<file path="config.mk">
export PLATFORM = sky130hd
export DESIGN_NAME = reg_xfer_ctrl
export DESIGN_NICKNAME = d
export VERILOG_FILES = /design/src/rtl/reg_xfer_pkg.sv /design/src/rtl/reg_xfer_incdec.sv /design/src/rtl/reg_xfer_ctrl.sv
export SDC_FILE = /design/constraint.sdc
export NUM_CORES = 1
export LEC_CHECK = 0
export BUFFER_PORTS_ARGS = -buffer_cell sky130_fd_sc_hd__buf_2
export CAP_MARGIN = 20
export CORE_UTILIZATION = 55
export CTS_CLUSTER_SIZE = 20
export DETAILED_ROUTE_END_ITERATION = 12
export PLACE_DENSITY = 0.76
export SKIP_CTS_REPAIR_TIMING = 1
export SLEW_MARGIN = 20
export SYNTH_ARGS = -nofsm -noshare
export SYNTH_HDL_FRONTEND = slang
export SYNTH_SLANG_ARGS = --single-unit
</file>
<file path="constraint.sdc">
create_clock -name clk -period 9 [get_ports clk]
set_input_delay 1.35 -clock clk [delete_from_list [all_inputs] [get_ports clk]]
set_output_delay 1.35 -clock clk [all_outputs]
set_load 0.01 [all_outputs]
</file>
<file path="src/rtl/reg_xfer_pkg.sv">
// Shared encodings for the register-transfer sequencer: opcodes, register map
// indices and FSM state codes.
package reg_xfer_pkg;

   localparam logic [1:0] OP_MOV  = 2'b00;
   localparam logic [1:0] OP_INC  = 2'b01;
   localparam logic [1:0] OP_DEC  = 2'b10;
   localparam logic [1:0] OP_SWAP = 2'b11;

   localparam int REG_ACC  = 0;
   localparam int REG_X    = 1;
   localparam int REG_Y    = 2;
   localparam int REG_FR   = 3;
   localparam int REG_SP   = 4;
   localparam int REG_PC   = 5;
   localparam int REG_LAST = 5;

   localparam int FR_W = 4;

   localparam logic [2:0] ST_IDLE = 3'd0;
   localparam logic [2:0] ST_ERR  = 3'd1;
   localparam logic [2:0] ST_RD1  = 3'd2;
   localparam logic [2:0] ST_RD2  = 3'd3;
   localparam logic [2:0] ST_WR1  = 3'd4;
   localparam logic [2:0] ST_WR2  = 3'd5;
   localparam logic [2:0] ST_FLG  = 3'd6;

endpackage

</file>
<file path="src/rtl/reg_xfer_incdec.sv">
// Combinational increment/decrement unit: result plus carry/borrow, negative
// and zero flags for the value read from the source register.
module reg_xfer_incdec
   import reg_xfer_pkg::*;
#(
   parameter int DW = 16
) (
   input  logic [1:0]    op,
   input  logic [DW-1:0] a,
   output logic [DW-1:0] result,
   output logic          c,
   output logic          n,
   output logic          z
);

   logic [DW:0] ext;

   // One extra bit on top captures the INC carry or the DEC borrow.
   always_comb begin
      ext = {1'b0, a};
      case (op)
         OP_INC:  ext = {1'b0, a} + (DW+1)'(1);
         OP_DEC:  ext = {1'b0, a} - (DW+1)'(1);
         default: ext = {1'b0, a};
      endcase
   end

   assign result = ext[DW-1:0];
   assign c      = ((op == OP_INC) || (op == OP_DEC)) && ext[DW];
   assign n      = result[DW-1];
   assign z      = (result == '0);

endmodule

</file>
<file path="src/rtl/reg_xfer_ctrl.sv">
// Register-transfer sequencer (MOV/INC/DEC/SWAP) driving the register file ports.
// Optional macro REGXFER_FLAGS_EN adds an FR flag-update state after INC/DEC.
module reg_xfer_ctrl
   import reg_xfer_pkg::*;
#(
   parameter int DW   = 16,
   parameter int SELW = 3
) (
   input  logic            clk,
   input  logic            rst,
   input  logic            cmd_valid,
   output logic            cmd_ready,
   input  logic [1:0]      cmd_op,
   input  logic [SELW-1:0] cmd_src,
   input  logic [SELW-1:0] cmd_dst,
   output logic [SELW-1:0] rf_s_out,
   output logic            rf_out_en,
   input  logic [DW-1:0]   rf_d_out,
   output logic [SELW-1:0] rf_s_in,
   output logic [DW-1:0]   rf_d_in,
   output logic            rf_write_en,
   output logic            done,
   output logic            err
);

   localparam logic [SELW-1:0] LAST_SEL = SELW'(REG_LAST);
   localparam logic [SELW-1:0] FR_SEL   = SELW'(REG_FR);

   logic [2:0]      state_q, state_d;
   logic [1:0]      op_q, op_d;
   logic [SELW-1:0] src_q, src_d;
   logic [SELW-1:0] dst_q, dst_d;
   logic [DW-1:0]   tmp_a_q, tmp_a_d;
   logic [DW-1:0]   tmp_b_q, tmp_b_d;

   logic [DW-1:0]   result;
   logic            flag_c, flag_n, flag_z;
   logic            flg_needed;

   // FR is only FR_W bits wide; anything written there is trimmed here.
   function automatic logic [DW-1:0] fr_trim(input logic [DW-1:0] v,
                                             input logic [SELW-1:0] sel);
      fr_trim = (sel == FR_SEL) ? {{(DW-FR_W){1'b0}}, v[FR_W-1:0]} : v;
   endfunction

   reg_xfer_incdec #(.DW(DW)) u_incdec (
      .op     (op_q),
      .a      (tmp_a_q),
      .result (result),
      .c      (flag_c),
      .n      (flag_n),
      .z      (flag_z)
   );

`ifdef REGXFER_FLAGS_EN
   assign flg_needed = ((op_q == OP_INC) || (op_q == OP_DEC)) && (dst_q != FR_SEL);
`else
   logic unused_flags;
   assign flg_needed   = 1'b0;
   assign unused_flags = ^{flag_c, flag_n, flag_z};
`endif

   always_comb begin
      state_d = state_q;
      op_d    = op_q;
      src_d   = src_q;
      dst_d   = dst_q;
      tmp_a_d = tmp_a_q;
      tmp_b_d = tmp_b_q;
      case (state_q)
         ST_IDLE: begin
            if (cmd_valid) begin
               op_d    = cmd_op;
               src_d   = cmd_src;
               dst_d   = cmd_dst;
               state_d = ((cmd_src > LAST_SEL) || (cmd_dst > LAST_SEL)) ? ST_ERR : ST_RD1;
            end
         end
         ST_RD1: begin
            tmp_a_d = rf_d_out;
            state_d = (op_q == OP_SWAP) ? ST_RD2 : ST_WR1;
         end
         ST_RD2: begin
            tmp_b_d = rf_d_out;
            state_d = ST_WR1;
         end
         ST_WR1: begin
            if (op_q == OP_SWAP)
               state_d = ST_WR2;
            else if (flg_needed)
               state_d = ST_FLG;
            else
               state_d = ST_IDLE;
         end
         default: state_d = ST_IDLE;
      endcase
   end

   // Moore outputs: everything below depends on registered state only.
   always_comb begin
      cmd_ready   = (state_q == ST_IDLE);
      rf_out_en   = (state_q == ST_RD1) || (state_q == ST_RD2);
      rf_write_en = (state_q == ST_WR1) || (state_q == ST_WR2) || (state_q == ST_FLG);
      err         = (state_q == ST_ERR);
      done        = 1'b0;
      rf_s_out    = '0;
      rf_s_in     = '0;
      rf_d_in     = '0;
      case (state_q)
         ST_RD1: rf_s_out = src_q;
         ST_RD2: rf_s_out = dst_q;
         ST_WR1: begin
            rf_s_in = dst_q;
            rf_d_in = fr_trim(result, dst_q);
            done    = (op_q != OP_SWAP) && !flg_needed;
         end
         ST_WR2: begin
            rf_s_in = src_q;
            rf_d_in = fr_trim(tmp_b_q, src_q);
            done    = 1'b1;
         end
         ST_FLG: begin
            rf_s_in = FR_SEL;
            rf_d_in = {{(DW-3){1'b0}}, flag_c, flag_n, flag_z};
            done    = 1'b1;
         end
         default: ;
      endcase
   end

   always_ff @(posedge clk or posedge rst) begin
      if (rst) begin
         state_q <= ST_IDLE;
         op_q    <= '0;
         src_q   <= '0;
         dst_q   <= '0;
         tmp_a_q <= '0;
         tmp_b_q <= '0;
      end else begin
         state_q <= state_d;
         op_q    <= op_d;
         src_q   <= src_d;
         dst_q   <= dst_d;
         tmp_a_q <= tmp_a_d;
         tmp_b_q <= tmp_b_d;
      end
   end

endmodule

</file>
==> results.toml <==
[cts]
cts_root_buffer = "clkbuf_8"
cts_tree = "done"
clk_pin_slew_ns = 0.08
htree_num_levels = 2
cts_sinks = 43
insertion_delay_ns = 0.30
numCtsBuffers = 5
clockBufferDepth = 2

[routing]
antenna_left = 0
routed_wl_mm = 8.661
dr.pass1.iters = 5
via_per_inst = 6.337
dr.first_iter.drc_count = 316
vias = 3156
wl_per_cell_um = 17.39
drcViolationCount = 0

[timing]
tightest_slew_ns = 0.7926
relSlewSlack = 0.4693
final_max_slew_viol_count = 0
setup_viol = 0
hold_violations = 0
max_clock_freq_mhz = 196.4
fin_worst_skew_ns = 0.002847
fin_crit_ns = 5.091
fin_setup_tns_ns = 0
rsz0062_at_grt = "false"
period_share = 0.5656
setup_slack_ns = 3.909

[global_routing]
grt_pass1_wl_mm = 14.68
grt_max_degree = 45
grt_pass1_vias = 3005
antenna_found_initial = 0
grt_overflow = 0
grt_usage = 0.2879

[placed_design]
port-buffer-count = 53
gp_congestion = 0.8810
hpwl_mm = 6.264
place_ws_ns = 4.272
placed_cells = 490

[die]
fp.coreArea_um2 = 6061
start_util = 0.5832
die_h_um = 82.17
dieWidth_um = 82.17
pin_count = 54
placementRows = 28
dieArea_um2 = 6751

[worst_setup_path]
crit_path_start_kind = "flop"
critPathArrivalTime_ns = 3.74
crit_chain = "inv_1, ha_1, inv_2, o211a_2, nor3_2, nor3_1, nor3b_1, xor2_1, or4_4, o31ai_2, buf_2"
path_class = "flop to output pin"
path_delay_family = "simple AND/OR/NAND/NOR gates"
required_ns = 7.65
max_stage_delay_ns = 0.63
critPathMaxFanout = 20
endpoint_kind = "output pin"
reg2reg_from = "state_q[0]"
crit_start = "op_q[0]"
critPathBufInv = 3
cp_slowest_cell = "ha_1"

[power_and_ir_drop]
p_leak_nw = 1.590
pwr-share-comb = 0.603
power.internal_w = 0.0008101
power_w = 0.001601
p_sw_frac = 0.4941
seq_power_share = 0.299
p_sw_w = 0.0007912
peakVddDrop_v = 0.0002249
powerDensity_nw_per_um2 = 422.8
clkPwrFrac = 0.098

[yosys]
yosysTopAreaCell = "dfrtp_1"
netlist_instances = 393
syn-num-nets = 424
synth_area_per_cell_um2 = 8.994
synth_top_family_by_area = "simple AND/OR/NAND/NOR gates"
synth_compound_area_frac = 0.1936
synthSimpleGateAreaFrac = 0.2057
synth_top_area_frac = 0.3044
async_reset_ff_frac = 1.000
ys.flop_type = "dfrtp_1"
synth_area_leaders = "dfrtp_1, mux2_2, nand2_1"
synth_edf_count = 0
yosys_warnings = 0
synth-seq-area-share = 0.3044
synth_fa_ha_area_frac = 0.01416
ys_seq_elements = 43
synth_cell_type_count = 81
synthMuxAreaShare = 0.1526
syn_area_um2 = 3535
synth_xor_area_frac = 0.04920

[cells_and_area]
stdcell_count = 498
final_common_cell = "buf_2"
mostFrequentLayoutCells = "buf_2, dfrtp_1, mux2_2"
fin_nets = 453
syn_to_final_growth_pct = 7.150
n_antenna_cell = 0
drive_above_1_share = 0.2931

[flow_run]
maxCapViolCount = 0

[run_status]
status = "finished clean"

[min_path]
hold_path_class = "flop to flop"
hold_start = "tmp_b_q[6]"
==> cell type report <==
| cell class | instances | area (um2) |
|---|---|---|
| clock buffers | 6 | 82.58 |
| clock inverters | 2 | 35.03 |
| fillers | 506 | 2273 |
| inverters | 8 | 37.54 |
| multi-input cells | 308 | 2175 |
| flip-flops and latches | 43 | 1076 |
| well taps | 75 | 93.84 |
| repair buffers | 56 | 287.8 |
==> cells in the mapped netlist, types with 6 or more instances <==
cell      count
mux2i_1      10
a21oi_1      12
nor3_1       12
xnor2_1      10
xor2_1        8
o31a_1        6
nor2b_1       6
clkbuf_1     12
o21ai_1      12
clkbuf_8      6
dfrtp_1      43
buf_2         8
inv_1         6
nand2_1      37
mux2_2       39
nor2_1       31
o21ai_0      24
nand3_1       7
==> sequential cells by signal (all words and copies together) (netlist names) <==
signal,flops
tmp_a_q,16
state_q,3
src_q,3
dst_q,3
tmp_b_q,16
op_q,2
==> metal layers <==
metal,GRT usage,part of all wire,vias to the layer above
li1,-,-,1486
met1,0.4028,0.46,1523
met3,0.03736,0.055,14
met5,0,0,-
met4,0.1123,0.020,0
met2,0.4512,0.46,133
==> worst paths after layout <==
path	endpoint	slack, ns	cells after the start
setup / recovery	rf_d_in[0]	3.91	11
hold / removal	tmp_b_q[6]	0.51	1
setup reg to reg	tmp_b_q[11]	6.87	2
hold reg to reg	tmp_b_q[6]	0.51	1
max in group asynchronous	state_q[2]	7.45	3
min in group asynchronous	tmp_b_q[7]	1.16	3
==> logic make-up after synthesis <==
family	after synthesis
flip-flops	43
adder cells (fa/ha/maj)	4
XOR/XNOR	19
buffers and inverters	42
AND/OR/NAND/NOR	137
AO/OA/AOI/OAI	99
multiplexers	49
==> stage by stage <==
stage	cell area (um2)	util	hold WS [ns]
2_1_floorplan	3535	-	0.4720
3_3_place_gp	3670	0.6055	0.4862
3_5_place_dp	3670	0.6055	0.4939
4_1_cts	3787	0.6249	0.5134
5_1_grt	3787	0.6249	0.5279
6_report	3787	0.6249	0.5135
==> power by group through the flow <==
stage | Sequential (W) | Combinational [W] | Clock (W)
3_5_place_dp | 0.000476 | 0.000947 | 0
3_3_place_gp | 0.000470 | 0.000925 | 0
4_1_cts | 0.000472 | 0.000955 | 0.000159
5_1_grt | 0.000502 | 0.00106 | 0.000165
2_1_floorplan | 0.000345 | 0.000916 | 0
6_report | 0.000479 | 0.000965 | 0.000157
Power figures use the tool's default switching activity.
